==> config.mk <==
export PLATFORM = sky130hd
export DESIGN_NAME = sample_loader
export DESIGN_NICKNAME = d
export VERILOG_FILES = /design/src/rtl/sample_loader.sv
export SDC_FILE = /design/constraint.sdc
export NUM_CORES = 1
export LEC_CHECK = 0
export CAP_MARGIN = 0
export CORE_MARGIN = 5
export CORE_UTILIZATION = 45
export CTS_CLUSTER_SIZE = 24
export DETAILED_ROUTE_END_ITERATION = 16
export PLACE_DENSITY = 0.78
export SLEW_MARGIN = 30
export SYNTH_ARGS = -nofsm -noshare
export SYNTH_HDL_FRONTEND = slang
export SYNTH_SLANG_ARGS = --single-unit
==> constraint.sdc <==
create_clock -name clk -period 2.3 [get_ports clk]
set_input_delay 0.23 -clock clk [delete_from_list [all_inputs] [get_ports clk]]
set_output_delay 0.23 -clock clk [all_outputs]
set_load 0.02 [all_outputs]
==> src/rtl/sample_loader.sv <==
// Splits 32-bit receiver words into 16-bit samples and writes them into Bank I as ping-pong frames.
// Optional macro LOADER_OVF_DROP_EN: drop words when no buffer is free and count them on ovf_cnt.
module sample_loader #(
    parameter int ADDR_W    = 16,
    parameter int FRAME_LEN = 256,
    parameter int BASE_ADDR = 0
) (
    input  logic              clk,
    input  logic              rst_n,
    input  logic [31:0]       in_data,
    input  logic              in_valid,
    output logic              in_ready,
    output logic [ADDR_W-1:0] write_addr_1,
    output logic [15:0]       write_data_1,
    output logic              write_en_1,
    output logic              frame_valid,
    output logic              frame_sel,
    output logic [ADDR_W-1:0] frame_base,
    input  logic              frame_ack
`ifdef LOADER_OVF_DROP_EN
    ,
    output logic [15:0]       ovf_cnt
`endif
);

    localparam int PTR_W = $clog2(FRAME_LEN);
    localparam logic [ADDR_W-1:0] BASE0 = ADDR_W'(BASE_ADDR);
    localparam logic [ADDR_W-1:0] BASE1 = ADDR_W'(BASE_ADDR + FRAME_LEN);
    localparam logic [PTR_W-1:0]  LAST  = PTR_W'(FRAME_LEN - 1);

    typedef enum logic [1:0] {S_IDLE, S_LO, S_HI} state_t;

    state_t            state, state_n;
    logic [15:0]       hold_hi, hold_hi_n;
    logic [PTR_W-1:0]  wptr, wptr_n;
    logic              fill_sel, fill_sel_n;
    logic              rd_sel, rd_sel_n;
    logic [1:0]        full, full_n;
    logic [ADDR_W-1:0] addr_n;
    logic [15:0]       data_n;
    logic              we_n;
    logic              fv_n;
    logic              buf_free;
    logic              accept;
    logic              ack_take;
    logic [ADDR_W-1:0] fill_base;

    assign buf_free   = !full[fill_sel];
    assign fill_base  = fill_sel ? BASE1 : BASE0;
    assign ack_take   = frame_ack && frame_valid;
    assign frame_sel  = rd_sel;
    assign frame_base = rd_sel ? BASE1 : BASE0;

`ifdef LOADER_OVF_DROP_EN
    logic drop;
    assign in_ready = rst_n && (state != S_LO);
    assign accept   = in_valid && in_ready && buf_free;
    assign drop     = in_valid && in_ready && !buf_free;

    always_ff @(posedge clk or negedge rst_n) begin
        if (!rst_n)
            ovf_cnt <= 16'h0000;
        else if (drop && ovf_cnt != 16'hFFFF)
            ovf_cnt <= ovf_cnt + 16'h0001;
    end
`else
    assign in_ready = rst_n && (state != S_LO) && buf_free;
    assign accept   = in_valid && in_ready;
`endif

    always_ff @(posedge clk or negedge rst_n) begin
        if (!rst_n)
            state <= S_IDLE;
        else
            state <= state_n;
    end

    // The write port is registered: the low sample is issued on the accepting edge,
    // the high sample on the following edge, so S_LO/S_HI name what is on the port.
    always_comb begin
        state_n    = state;
        hold_hi_n  = hold_hi;
        wptr_n     = wptr;
        fill_sel_n = fill_sel;
        rd_sel_n   = rd_sel;
        full_n     = full;
        addr_n     = write_addr_1;
        data_n     = write_data_1;
        we_n       = 1'b0;

        case (state)
            S_LO: begin
                we_n    = 1'b1;
                addr_n  = fill_base + ADDR_W'(wptr);
                data_n  = hold_hi;
                state_n = S_HI;
                if (wptr == LAST) begin
                    wptr_n           = '0;
                    full_n[fill_sel] = 1'b1;
                    fill_sel_n       = !fill_sel;
                end else begin
                    wptr_n = wptr + PTR_W'(1);
                end
            end
            default: begin
                if (accept) begin
                    we_n      = 1'b1;
                    addr_n    = fill_base + ADDR_W'(wptr);
                    data_n    = in_data[15:0];
                    hold_hi_n = in_data[31:16];
                    wptr_n    = wptr + PTR_W'(1);
                    state_n   = S_LO;
                end else begin
                    state_n = S_IDLE;
                end
            end
        endcase

        // Completion and ack touch different buffers, so both always apply.
        if (ack_take) begin
            full_n[rd_sel] = 1'b0;
            rd_sel_n       = !rd_sel;
        end

        fv_n = ack_take ? 1'b0 : full[rd_sel];
    end

    always_ff @(posedge clk or negedge rst_n) begin
        if (!rst_n) begin
            hold_hi      <= 16'h0000;
            wptr         <= '0;
            fill_sel     <= 1'b0;
            rd_sel       <= 1'b0;
            full         <= 2'b00;
            write_addr_1 <= '0;
            write_data_1 <= 16'h0000;
            write_en_1   <= 1'b0;
            frame_valid  <= 1'b0;
        end else begin
            hold_hi      <= hold_hi_n;
            wptr         <= wptr_n;
            fill_sel     <= fill_sel_n;
            rd_sel       <= rd_sel_n;
            full         <= full_n;
            write_addr_1 <= addr_n;
            write_data_1 <= data_n;
            write_en_1   <= we_n;
            frame_valid  <= fv_n;
        end
    end

endmodule

==> results list <==
- STA classifies the critical path startpoint as a register.
- For the worst-skew pair, the clock arrives at the later sink with an insertion delay of ~330 ps.
- Overall routing resource usage: between 10% and 20%
- Dividing total power by cell area gives a power density of 966 nW/µm².
* Total power draw: between 3000 and 4000 µW
- IR drop worst, VDD: ~0.0006 V
- The number of antenna diodes in the final layout is 0.
- Setup violation total in the final timing report: 0
- Count of clock tree sinks: 57
- Data on the critical path arrives at its endpoint at between 2000 and 2500 ps.
- The worst setup path is of the register to register kind.
* Min-delay worst type: primary input to async pin
- For this block, the via count after detailed routing is between 1500 and 2000.
- Fraction of layout instances using a drive strength above 1: 18.0%
- RSZ-0062 raised after global routing: no
- The first global-routing pass estimated about 9000 µm of wire.
- The die is between 80 and 90 µm tall.
* Final wirelength: between 5000 and 6000 µm
- The run finished with clean final reports.
* Wirelength per Cell: about 15 µm
- Setup skew after layout: ~4.9 ps
* Warning count from the yosys run: 0
* Synth Register Bits: 57
- Across the run, the number of max-cap violations was 0.
- For the finished layout, the period the worst path requires is between 1500 and 2000 ps.
- Buffers inserted during clock tree synthesis total 9.
- Total Die Area: approximately 7400 µm²
- P&R area growth vs syn: 32.1%
- Router iterations before antenna repair: 4
- After legalization and detailed placement, the total HPWL measured about 3900 µm.
* Core utilization of the finished layout: 61.8%
- Vias in the first global route: ~1700
- Cells taking the most area after synthesis: sky130_fd_sc_hd__dfrtp_1 55%, sky130_fd_sc_hd__mux2_2 7.4%, sky130_fd_sc_hd__mux2i_1 7.3%
* Maximum single-stage delay on the critical path: roughly 420 ps
- Static leakage: approximately 0.0015 µW
* Area share of the largest cell type after synthesis: 55.0%
- Site Rows: 27
- In this run the post-CTS setup repair buffer count came out at 0.
* Critical path required time: roughly 2500 ps
* Number of standard cells after synthesis: roughly 210
* Per-cell via count in the routed design: 4.88
- CTS clk-pin slew, worst paths: ~60 ps
* Sequential share of the synthesized area: about 55%
- Buffers placed on the I/O ports in this run total 65.
- The initial antenna violation count came to 0.
- In this run, the number of DRC markers left after iteration 0 of detailed routing was 54.
* Clock tree root buffer cell: sky130_fd_sc_hd__clkbuf_8
- TritonCTS built the clock tree.
- Aggregate global routing overflow: 0
- Counting along the longest clock path gives a buffer depth of 2.
* Number of fill cells in the layout: 456
- Initial Utilization: between 40% and 50%
- Mean post-synth cell area: 12.5 µm²
- The H-tree was split into 3 levels.
* Largest driver fanout on the critical path: 10
* Count of unique library cells instantiated by Yosys: 30
- Entering global routing, the biggest net connects 37 pins.
- The slowest stage of the critical path belongs to the cell sky130_fd_sc_hd__dfrtp_1.
* List of cells traversed by the critical path: mux2i_1, and3_1, nor2b_4, buf_4, mux2_2
* Library cell occupying the most area in the post-synthesis netlist: sky130_fd_sc_hd__dfrtp_1
- Area of the mapped netlist: 2590 µm²
- Maximum clock frequency: roughly 520 MHz
- Final net count: approximately 320
- Hold Fails Final Rpt: 0
* Crit end category: register
- The tightest hold path in the finished design has a slack of between 200 and 250 ps.
* DRC Markers: 0
- The number of pins exceeding their max-slew limit in the final report was 0.
- In this run the horizontal extent of the chip is approximately 86 µm.
- In the finished design, the share of the clock period the worst path needs comes to a little over four fifths.
- The core region is about 5500 µm².
- Global placer's final weighted congestion: roughly 0.76
* Final total negative setup slack: 0 ps
- In this run the remaining antenna-violating nets after routing total 0.
- In this run the count of I/O pins placed on the die edge is around 90.
## repair_timing
| action | 4_1_cts | 5_1_grt |
|---|---|---|
| endpoints found under the hold margin | 55 | 0 |
| resized for setup | 0 | 2 |
| hold buffers | 1 | 0 |
| endpoints found under the setup margin | 0 | 1 |
## path summary, 6_finish.rpt
path	from	endpoint	slack, ps	cells after the start
setup / recovery	fill_sel	hold_hi[1]	380	5
hold / removal	rst_n	frame_valid	250	2
setup reg to reg	fill_sel	hold_hi[1]	380	5
hold reg to reg	hold_hi[6]	write_data_1[6]	480	2
max in group asynchronous	rst_n	hold_hi[13]	1420	3
min in group clk	hold_hi[6]	write_data_1[6]	480	2
## report_power, final
group	leakage, µW	internal, µW	total [µW]	switching, µW
Combinational	0.000732	499	938	439
Clock	0.000107	588	956	368
Sequential	0.000691	1240	1420	177
## state kept, by name (all words and copies together) (netlist names)
signal	count
frame_valid	1
write_data_1	16
frame_sel	1
wptr	8
write_en_1	1
hold_hi	16
full	2
write_addr_1	9
fill_sel	1
state	2
## metrics by stage
step                      cell area [µm²]  worst slack (ps)  std cells
after floorplan                      2670               517        229
after global placement               3200               440        338
after detailed placement             3200               372        338
after CTS                            3420              45.9        355
after global routing                 3430               264        355
final                                3430               383        355
## placed cells by master, fill, tap and decap left out, types with 3 or more instances in the layout
| cell type | count |
|---|---|
| sky130_fd_sc_hd__xnor2_1 | 5 |
| sky130_fd_sc_hd__a21oi_1 | 3 |
| sky130_fd_sc_hd__dfrtp_1 | 57 |
| sky130_fd_sc_hd__mux2_4 | 9 |
| sky130_fd_sc_hd__buf_4 | 5 |
| sky130_fd_sc_hd__a31oi_1 | 3 |
| sky130_fd_sc_hd__nand2_1 | 22 |
| sky130_fd_sc_hd__mux2_2 | 17 |
| sky130_fd_sc_hd__conb_1 | 22 |
| sky130_fd_sc_hd__clkbuf_8 | 12 |
| sky130_fd_sc_hd__mux2i_1 | 19 |
| sky130_fd_sc_hd__clkdlybuf4s50_1 | 63 |
| sky130_fd_sc_hd__nand3_1 | 3 |
| sky130_fd_sc_hd__and3_1 | 4 |
| sky130_fd_sc_hd__o21ai_0 | 16 |
| sky130_fd_sc_hd__nand4_1 | 3 |
## area by class of cell
| type | instances | area (µm²) | area share [%] |
|---|---|---|---|
| timing repair buffer | 72 | 707 | 20.6 |
| multi-input combinational | 137 | 991 | 28.9 |
| sequential | 57 | 1430 | 41.6 |
| clock inverter | 2 | 35.0 | 1.02 |
| clock buffer | 14 | 173 | 5.04 |
| inverter | 1 | 3.75 | 0.110 |
| tap | 72 | 90.1 | 2.63 |
## Yosys cell counts
cell type / instances
sky130_fd_sc_hd__a21oi_1: 3
sky130_fd_sc_hd__a31o_2: 1
sky130_fd_sc_hd__a31oi_1: 3
sky130_fd_sc_hd__a41oi_1: 1
sky130_fd_sc_hd__and2b_2: 1
sky130_fd_sc_hd__and3_1: 4
sky130_fd_sc_hd__and4_1: 1
sky130_fd_sc_hd__buf_1: 1
sky130_fd_sc_hd__buf_12: 1
sky130_fd_sc_hd__buf_2: 2
sky130_fd_sc_hd__buf_4: 24
sky130_fd_sc_hd__buf_6: 2
sky130_fd_sc_hd__clkbuf_1: 4
sky130_fd_sc_hd__conb_1: 1
sky130_fd_sc_hd__dfrtp_1: 57
sky130_fd_sc_hd__ha_1: 1
sky130_fd_sc_hd__inv_1: 1
sky130_fd_sc_hd__mux2_2: 17
sky130_fd_sc_hd__mux2_4: 9
sky130_fd_sc_hd__mux2i_1: 19
sky130_fd_sc_hd__nand2_1: 22
sky130_fd_sc_hd__nand3_1: 3
sky130_fd_sc_hd__nand4_1: 3
sky130_fd_sc_hd__nor2_1: 2
sky130_fd_sc_hd__nor2b_4: 1
sky130_fd_sc_hd__o21ai_0: 16
sky130_fd_sc_hd__o221ai_1: 1
sky130_fd_sc_hd__o22a_1: 1
sky130_fd_sc_hd__or2_2: 1
sky130_fd_sc_hd__xnor2_1: 5
## cell families (layout without fill, tap and decap cells)
logic type               after synthesis  in the layout  synth area share (%)
flip-flops                            57             57                  55.0
XOR/XNOR                               5              5                  1.69
multiplexers                          45             45                  19.9
buffers and inverters                 35             89                  9.84
AO/OA/AOI/OAI                         26             26                  5.74
AND/OR/NAND/NOR                       38             38                  7.19
other                                  1             22                 0.145
adder cells (fa/ha/maj)                1              1                 0.482
## critical path, delay by kind of cell, from the launching register on
family / cells / cell delay, ps
buffers and inverters: 1 / 200
flip-flops: 1 / 420
multiplexers: 2 / 610
AND/OR/NAND/NOR: 2 / 560
## routing by layer
layer	GRT usage (%)	vias to the layer above	wire length [µm]
met5	0	-	0
met4	10.2	0	171
met3	3.84	14	291
met2	23.6	68	2540
met1	19.5	840	2260
li1	-	812	-
(Power assumes the default switching activity.)
